--- src/rtl/cat_rec_mac_engine.sv ---
// cat_rec_mac_engine: streams pixel words and weight rows, 3-lane MAC, bias, cat decision.
// Optional: define ACC_SATURATE_EN for saturating adds (default: two's-complement wrap).
module cat_rec_mac_engine #(
  parameter int AMBA_WORD        = 24,
  parameter int PIXEL_WIDTH      = 8,
  parameter int WEIGHT_PRECISION = 5,
  parameter int ADDR_DEPTH       = 12,
  parameter int ITERATION        = 4096,
  parameter int RESULT_WIDTH     = 32,
  parameter int BIAS_WIDTH       = 16
) (
  input  logic                          clk,
  input  logic                          rst,
  input  logic                          start,
  input  logic [BIAS_WIDTH-1:0]         bias,
  output logic [ADDR_DEPTH:0]           pix_addr,
  input  logic [AMBA_WORD-1:0]          pix_data,
  output logic [ADDR_DEPTH:0]           w_addr,
  input  logic [3*WEIGHT_PRECISION-1:0] w_data,
  output logic                          busy,
  output logic                          done_iteration,
  output logic [RESULT_WIDTH-1:0]       current_result,
  output logic                          done,
  output logic                          cat_rec_out
);

  localparam int AW  = ADDR_DEPTH + 1;
  localparam int PW  = PIXEL_WIDTH;
  localparam int WP  = WEIGHT_PRECISION;
  localparam int RW  = RESULT_WIDTH;
  localparam int PRW = PW + 1 + WP;
  localparam int WW  = (RW > BIAS_WIDTH ? RW : BIAS_WIDTH) + 2;
  localparam logic [AW-1:0] LAST = AW'(ITERATION);

`ifdef ACC_SATURATE_EN
  localparam logic signed [RW-1:0] MAX_R = {1'b0, {(RW-1){1'b1}}};
  localparam logic signed [RW-1:0] MIN_R = {1'b1, {(RW-1){1'b0}}};
`endif

  typedef enum logic [2:0] {
    S_IDLE,
    S_FETCH,
    S_DRAIN,
    S_BIAS,
    S_DONE
  } state_t;

  state_t state, nxt;
  logic   accept;
  logic   valid_d;

  logic signed [RW-1:0]         acc;
  logic signed [BIAS_WIDTH-1:0] bias_q;
  logic signed [RW-1:0]         acc_nxt;
  logic signed [RW-1:0]         fin;

  logic signed [PW:0]     p;
  logic signed [WP-1:0]   wt;
  logic signed [PRW-1:0]  prod;
  logic signed [WW-1:0]   sum;

  function automatic logic signed [RW-1:0] fit(
    input logic signed [WW-1:0] v
  );
`ifdef ACC_SATURATE_EN
    if (v > WW'(MAX_R)) return MAX_R;
    if (v < WW'(MIN_R)) return MIN_R;
`endif
    return v[RW-1:0];
  endfunction

  always_ff @(posedge clk or negedge rst) begin
    if (!rst) state <= S_IDLE;
    else      state <= nxt;
  end

  always_comb begin
    nxt    = state;
    accept = 1'b0;
    unique case (state)
      S_IDLE, S_DONE: begin
        if (start) begin
          nxt    = S_FETCH;
          accept = 1'b1;
        end
      end
      S_FETCH: if (pix_addr == LAST) nxt = S_DRAIN;
      S_DRAIN: nxt = S_BIAS;
      S_BIAS:  nxt = S_DONE;
      default: nxt = S_IDLE;
    endcase
  end

  // Slot 0 sits in the LSBs; pixels are unsigned, weights signed.
  always_comb begin
    p    = '0;
    wt   = '0;
    prod = '0;
    sum  = WW'(acc);
    for (int i = 0; i < 3; i++) begin
      p    = signed'({1'b0, pix_data[i*PW +: PW]});
      wt   = signed'(w_data[i*WP +: WP]);
      prod = PRW'(p) * PRW'(wt);
      sum  = sum + WW'(prod);
    end
    acc_nxt = fit(sum);
  end

  assign fin = fit(WW'(acc) + WW'(bias_q));

  always_ff @(posedge clk or negedge rst) begin
    if (!rst) begin
      pix_addr       <= AW'(1);
      w_addr         <= '0;
      valid_d        <= 1'b0;
      acc            <= '0;
      bias_q         <= '0;
      busy           <= 1'b0;
      done_iteration <= 1'b0;
      current_result <= '0;
      done           <= 1'b0;
      cat_rec_out    <= 1'b0;
    end else begin
      done_iteration <= 1'b0;
      valid_d        <= (state == S_FETCH);
      if (state == S_FETCH && pix_addr != LAST) begin
        pix_addr <= pix_addr + AW'(1);
        w_addr   <= w_addr + AW'(1);
      end
      if (valid_d) begin
        acc            <= acc_nxt;
        current_result <= acc_nxt;
      end
      if (state == S_DRAIN) done_iteration <= 1'b1;
      if (state == S_BIAS) begin
        current_result <= fin;
        cat_rec_out    <= !fin[RW-1] && (fin != '0);
      end
      if (state == S_DONE) begin
        done <= 1'b1;
        busy <= 1'b0;
      end
      if (accept) begin
        bias_q         <= bias;
        acc            <= '0;
        current_result <= '0;
        cat_rec_out    <= 1'b0;
        pix_addr       <= AW'(1);
        w_addr         <= '0;
        busy           <= 1'b1;
        done           <= 1'b0;
      end
    end
  end

endmodule

--- config.mk ---
export PLATFORM = sky130hd
export DESIGN_NAME = cat_rec_mac_engine
export DESIGN_NICKNAME = d
export VERILOG_FILES = /design/src/rtl/cat_rec_mac_engine.sv
export SDC_FILE = /design/constraint.sdc
export NUM_CORES = 1
export LEC_CHECK = 0
export CORE_AREA = 2 2 173 175
export DETAILED_ROUTE_END_ITERATION = 12
export DIE_AREA = 0 0 175 177
export PLACE_DENSITY = 0.69
export SYNTH_ARGS = -nofsm -noshare
export SYNTH_HDL_FRONTEND = slang
export SYNTH_SLANG_ARGS = --single-unit
--- constraint.sdc ---
create_clock -name clk -period 13.9 [get_ports clk]
set_input_delay 2.085 -clock clk [delete_from_list [all_inputs] [get_ports clk]]
set_output_delay 2.085 -clock clk [all_outputs]
set_load 0.01 [all_outputs]
==> results of run 1 <==
-- kinds of logic (layout without fill, tap and decap cells) --
group,after synthesis,in the layout
simple gates,441,441
xor+xnor,76,76
buf+inv,222,342
compound gates,293,293
fa+ha+maj,268,268
flops,114,114
mux,15,15
-- state kept, by name, indices dropped and copies added, names as in the netlist --
name and count:
cat_rec_out 1, pix_addr 13, done 1, valid_d 1, busy 1, done_iteration 1, bias_q 16, current_result 32
acc 32, state 3, w_addr 13
-- per-layer routing --
metal	up-vias	wire, um
li1	4986	-
met1	5226	15380
met2	314	16660
met3	71	1757
met4	0	957
met5	-	0
-- stage by stage --
step | instances | instance area (um2) | util | setup WS (ns) | hold slack [ns]
2_1_floorplan | 1429 | 12920 | - | 6.198 | 0.4497
3_3_place_gp | 1907 | 14510 | 0.4962 | 5.102 | 0.4636
3_5_place_dp | 1907 | 14510 | 0.4962 | 5.006 | 0.4697
4_1_cts | 1939 | 15080 | 0.5157 | 5.392 | 0.4847
5_1_grt | 1939 | 15080 | 0.5157 | 5.082 | 0.5019
6_report | 1939 | 15080 | 0.5157 | 5.423 | 0.4802
-- final cells by class --
type                            instances  area, um2  area share
Clock inverter                         13      137.6    0.009126
Sequential cell                       114       2854      0.1892
Clock buffer                           19      432.9     0.02871
Multi-Input combinational cell       1093       9225      0.6117
Tap cell                              390      488.0     0.03236
Inverter                              181      679.4     0.04505
Timing Repair Buffer                  129       1264     0.08380
-- final timing paths --
| check | end | cells after the start | slack, ns | from |
|---|---|---|---|---|
| hold / removal | busy | 2 | 0.48 | busy |
| max in group asynchronous | acc[11] | 2 | 10.90 | rst |
| min in group asynchronous | w_addr[9] | 1 | 1.68 | rst |
| setup reg to reg | current_result[28] | 18 | 8.24 | acc[4] |
| hold reg to reg | busy | 2 | 0.48 | busy |
| setup / recovery | current_result[30] | 24 | 5.42 | w_data[14] |
-- worst register-to-register path, stage by stage, from the launching register on --
cell and delay [ns]:
dfrtp_1 0.41, inv_1 0.11, fa_1 0.43, fa_1 0.50
fa_1 0.51, inv_1 0.05, fa_1 0.56, inv_1 0.06
fa_1 0.49, inv_1 0.05, ha_1 0.35, nand3_1 0.15
o31ai_1 0.53, o2111ai_1 0.36, a211o_1 0.36, nand2_1 0.10
a21boi_1 0.10, mux2_1 0.36, o211ai_1 0.11
-- cell usage in the layout, fill, tap and decap left out, types with 6 or more instances in the layout --
master	synthesis	routed
and2_1	54	53
buf_4	2	11
and3_1	10	10
a22o_1	11	11
o22ai_1	6	6
a211oi_1	18	18
inv_1	179	179
nand4_1	14	14
xor2_1	38	38
a21o_1	39	39
o21ai_0	37	37
dfrtp_1	113	113
o21bai_1	7	7
o21a_1	8	8
o31ai_1	6	6
clkdlybuf4s50_1	0	118
fa_1	138	138
clkbuf_16	0	17
nor2b_1	9	9
or3_1	11	11
nand3_1	20	20
ha_1	129	129
nand2_1	178	178
nand2b_1	15	15
a21oi_1	97	97
a221oi_1	8	8
nor2_1	90	89
o21ai_1	15	15
mux2i_1	14	14
nor3_1	9	9
xnor2_1	38	38
==> summary.md, run 1 <==
| Metric | Value |
|---|---|
| Status | `finished, final reports clean` |
| Synth Area in XOR/XNOR | `0.05152` |
| Post-CTS sizing | `0` |
| Highest-delay cell along the critical path | `fa_1` |
| Initial antenna violation count | `0` |
| CP Launch Type | `input port` |
| Delay-heaviest family, CP | `adder cells` |
| Routability cong. | `between 0.9 and 1` |
| Clk sink count | `about 110` |
| Clock skew | `roughly 0.0065 ns` |
| GR Util met3 | `0.03458` |
| First-pass GRT wire length | `roughly 58000 um` |
| Fill cell count | `2719` |
| GRT Overall Usage | `0.2342` |
| Clock Latency Late Sink | `approximately 0.43 ns` |
| Cell taking the most area after synthesis | `dfrtp_1` |
| Post-DP HPWL | `roughly 27000 um` |
| Total Neg Setup Slack | `0 ns` |
| Largest family of logic cells by synthesized area | `adder cells` |
| Fmax | `0.1180 GHz` |
| Final setup viols | `0` |
| Nets | `1861` |
| Post-DRT Antenna Nets | `0` |
| Layer with the highest usage | `met2` |
| Primary FF master, synth | `dfrtp_1` |
| Yosys cell types | `71` |
| Mapped Nets | `1754` |
| Initial Utilization | `0.4418` |
| Worst Path Required | `14.20 ns` |
| Row cnt | `63` |
| Crit Path Class | `input port to register` |
| Yosys top cell area share | `0.2188` |
| CORE AREA | `29240 um2` |
| DIE AREA | `30980 um2` |
| Synth top area cells | `dfrtp_1, fa_1, ha_1` |
| Worst-path cell chain | `clkdlybuf4s50_1 > buf_4 > inv_2 > nor2_1 > fa_1 > inv_1 > fa_1 > fa_1 > inv_1 > fa_1 > fa_1 > inv_1 > fa_1 > inv_1 > ha_1 > a21oi_1 > o21ai_1 > or3_1 > o2111ai_1 > a211o_1 > a21oi_1 > or4_1 > a21oi_1 > o22ai_1` |
| Grt ovf | `0` |
| Num CTS Buffers | `17` |
| Pre-Repair DR Iteration Count | `5` |
| Post-synthesis compound-gate area fraction | `0.1479` |
| Clk root buf | `clkbuf_16` |
| Yosys reg bits | `114` |
| Most common library cells after synthesis | `inv_1, nand2_1, fa_1` |
| Slew Limit Fails | `0` |
| Worst-Margin Slew | `1.036 ns` |
| CP Data Arrival Time | `8.77 ns` |
| Drt drc | `0` |
| Synth Area in Simple Gates | `0.1631` |
| CTS Hold Bufs | `0` |
| Synth async-reset ratio | `1.000` |
| Seq/Total Area, Yosys | `0.2209` |
| Vias in the first global route | `between 10000 and 15000` |
| Synthesized area | `12920 um2` |
| Max-slew headroom | `0.3095` |
| Yosys warning total | `0` |
| Hold Violations, Final | `0` |
| Synth Instances | `around 1400` |
| Met2 Usage GRT | `0.3966` |
| IO Pins | `120` |
| CTS tree | `yes` |
| Worst Setup End Kind | `register` |
| Crit-path max FO | `13` |
| Vias/cell | `5.465` |
| Die extent in y | `approximately 180 um` |
| CTS max path bufs | `2` |
| # diodes | `0` |
| Routed WL per cell | `17.93 um` |
| Max_cap viols | `0` |
| Mux cell area share after synthesis | `0.01172` |
| Post-synth EDFFs | `0` |
| Fin crit period | `8.477 ns` |
| Crit-path most repeated cell | `fa_1` |
| Drt initial violations | `489` |
| Vias | `10597` |
| # H-tree levels | `4` |
| GRT met1 Usage | `0.3103` |
| Die Wd | `~180 um` |
| Synth Area in Adders | `0.3395` |
| RSZ-0062 raised after global routing | `no` |
| Average cell area after synthesis | `9.042 um2` |
| Clock transition at the registers of the reported paths | `0.06 ns` |
| Max incr delay on CP | `0.52 ns` |
| Share of cells above drive strength 1 | `0.03873` |
| Setup bufs post-CTS | `0` |
| Final WL | `34760 um` |
| Most common cell in the netlist | `inv_1` |
| Area growth from synthesis to layout | `16.71%` |
| Worst Path Buf+Inv | `7` |
| Largest net degree at the start of global routing | `between 60 and 70` |
| Final Cycle Share | `0.6098` |
| Worst Hold Class | `register to register` |
| # port buffers | `approximately 120` |
Power of run 1 is not shown: default switching activity piles up to over one toggle a cycle in this logic, so the estimate is an artifact.
==> inputs of run 2 (changes only) <==
Clock period 13.9 ns to 8.6 ns, I/O delays scaled along.
==> summary.md, run 2 (synthesis gave the netlist of run 1 again) <==
| Metric | Value |
|---|---|
| Max-slew headroom | `0.4308` |
| Clock Latency Late Sink | `0.43 ns` |
| Drt drc | `0` |
| Clk root buf | `clkbuf_16` |
| Biggest regs | `acc x32, current_result x32, bias_q x16` |
| Worst Hold Class | `register to register` |
| # port buffers | `119` |
| Post-DRT Antenna Nets | `0` |
| IO Pins | `120` |
| CP Data Arrival Time | `7.86 ns` |
| CP Capture Point | `current_result[31]` |
| Capturing point of the worst reg2reg path | `current_result[31]` |
| Clock transition at the registers of the reported paths | `0.05 ns` |
| Most common cell after layout, fill and taps aside | `inv_1` |
| Max_cap viols | `0` |
| Fill cell count | `2726` |
| # diodes | `0` |
| Vias/cell | `5.463` |
| Area growth from synthesis to layout | `17.11%` |
| Routability cong. | `between 0.9 and 1` |
| Final Cycle Share | `0.8797` |
| Vias in the first global route | `11037` |
| Initial antenna violation count | `0` |
| Status | `finished, final reports clean` |
| Hold path start | `busy` |
| Post-CTS sizing | `0` |
| Worst Setup End Kind | `register` |
| Hold Violations, Final | `0` |
| Worst Path Required | `8.89 ns` |
| Crit Path Class | `input port to register` |
| Worst-Margin Slew | `about 0.85 ns` |
| Fmax | `roughly 0.13 GHz` |
| Clock skew | `0.01056 ns` |
| Largest net degree at the start of global routing | `just under 70` |
| Fin crit period | `around 7.6 ns` |
| CORE AREA | `29240 um2` |
| Grt ovf | `0` |
| Slew Limit Fails | `0` |
| Slack of the worst reg-to-reg path | `3.00 ns` |
| Num CTS Buffers | `17` |
| Initial Utilization | `0.4418` |
| DIE AREA | `roughly 31000 um2` |
| Clk sink count | `114` |
| GRT Overall Usage | `0.2332` |
| Post-DP HPWL | `27520 um` |
| Share of cells above drive strength 1 | `0.03935` |
| Nets | `1862` |
| Final WL | `34510 um` |
| CTS tree | `yes` |
| Routed WL per cell | `17.79 um` |
| First-pass GRT wire length | `57250 um` |
| CTS Hold Bufs | `0` |
| Die Wd | `between 150 and 200 um` |
| CP Launch Type | `input port` |
| Critical Path Start | `w_data[6]` |
| Vias | `10599` |
| CTS max path bufs | `2` |
| Die extent in y | `177 um` |
| RSZ-0062 raised after global routing | `no` |
| Setup bufs post-CTS | `0` |
| Row cnt | `63` |
| Worst Reg-to-Reg Cells | `20` |
| Drt initial violations | `just over 700` |
| Most frequent cells in the layout | `inv_1, nand2_1, fa_1, ha_1, clkdlybuf4s50_1` |
| # H-tree levels | `4` |
| Pre-Repair DR Iteration Count | `7` |
| Total Neg Setup Slack | `0 ns` |
| Worst r2r src | `acc[4]` |
| Crit-path max FO | `8` |
| Final setup viols | `0` |
## run 2: cell types whose count changed in the layout (fill, tap and decap cells not counted), sizes merged
cell	delta
clkinv	-2
bufinv	+1
clkinvlp	-1
buf	+1
clkbuf	+2
## run 2: cell type report
| class | instances | area [um2] | share of cell area |
|---|---|---|---|
| clock buffer | 21 | 460.4 | 0.03043 |
| clock inverter | 11 | 153.9 | 0.01017 |
| inverter | 181 | 679.4 | 0.04490 |
| multi-input combinational | 1093 | 9225 | 0.6096 |
| sequential | 114 | 2854 | 0.1886 |
| tap | 390 | 488.0 | 0.03225 |
| timing repair buffer | 130 | 1271 | 0.08401 |
## run 2: how the worst min path moves through the flow
stage / to / slack (ns) / cells after the start
5_1_grt: bias_q[7] / 0.51 / 2
4_1_cts: busy / 0.48 / 2
2_1_floorplan: bias_q[0] / 0.45 / 2
3_5_place_dp: busy / 0.47 / 2
6_report: busy / 0.48 / 2
3_3_place_gp: busy / 0.46 / 2
## run 2: metrics by stage
stage	hold slack, ns	worst slack, ns	utilization	std cells	cell area [um2]
2_1_floorplan	0.4497	1.693	-	1429	12920
3_3_place_gp	0.4639	0.7643	0.4964	1908	14520
3_5_place_dp	0.4688	0.6933	0.4964	1908	14520
4_1_cts	0.4811	1.101	0.5174	1940	15130
5_1_grt	0.5077	0.6786	0.5174	1940	15130
6_report	0.4784	1.035	0.5174	1940	15130
## run 2: critical path, stage by stage
cell	delay (ns)
clkdlybuf4s50_1	0.71
nand2_1	0.14
fa_1	0.55
inv_1	0.05
fa_1	0.47
fa_1	0.60
fa_1	0.47
fa_1	0.50
inv_1	0.05
fa_1	0.48
inv_1	0.04
ha_1	0.35
a21o_1	0.18
a21oi_1	0.21
o21ai_0	0.15
o21a_1	0.23
o41ai_2	0.44
o21ai_1	0.22
o41ai_2	0.30
xnor2_1	0.12
nor2_1	0.16
o22ai_1	0.12
## run 2: per-layer routing
layer	part of all wire	global-route usage	up-vias
met3	0.051	0.03265	54
met2	0.48	0.4004	331
met5	0	0	-
li1	-	-	4994
met1	0.45	0.3088	5220
met4	0.021	0.06563	0
Power of run 2 is left out for the same reason.
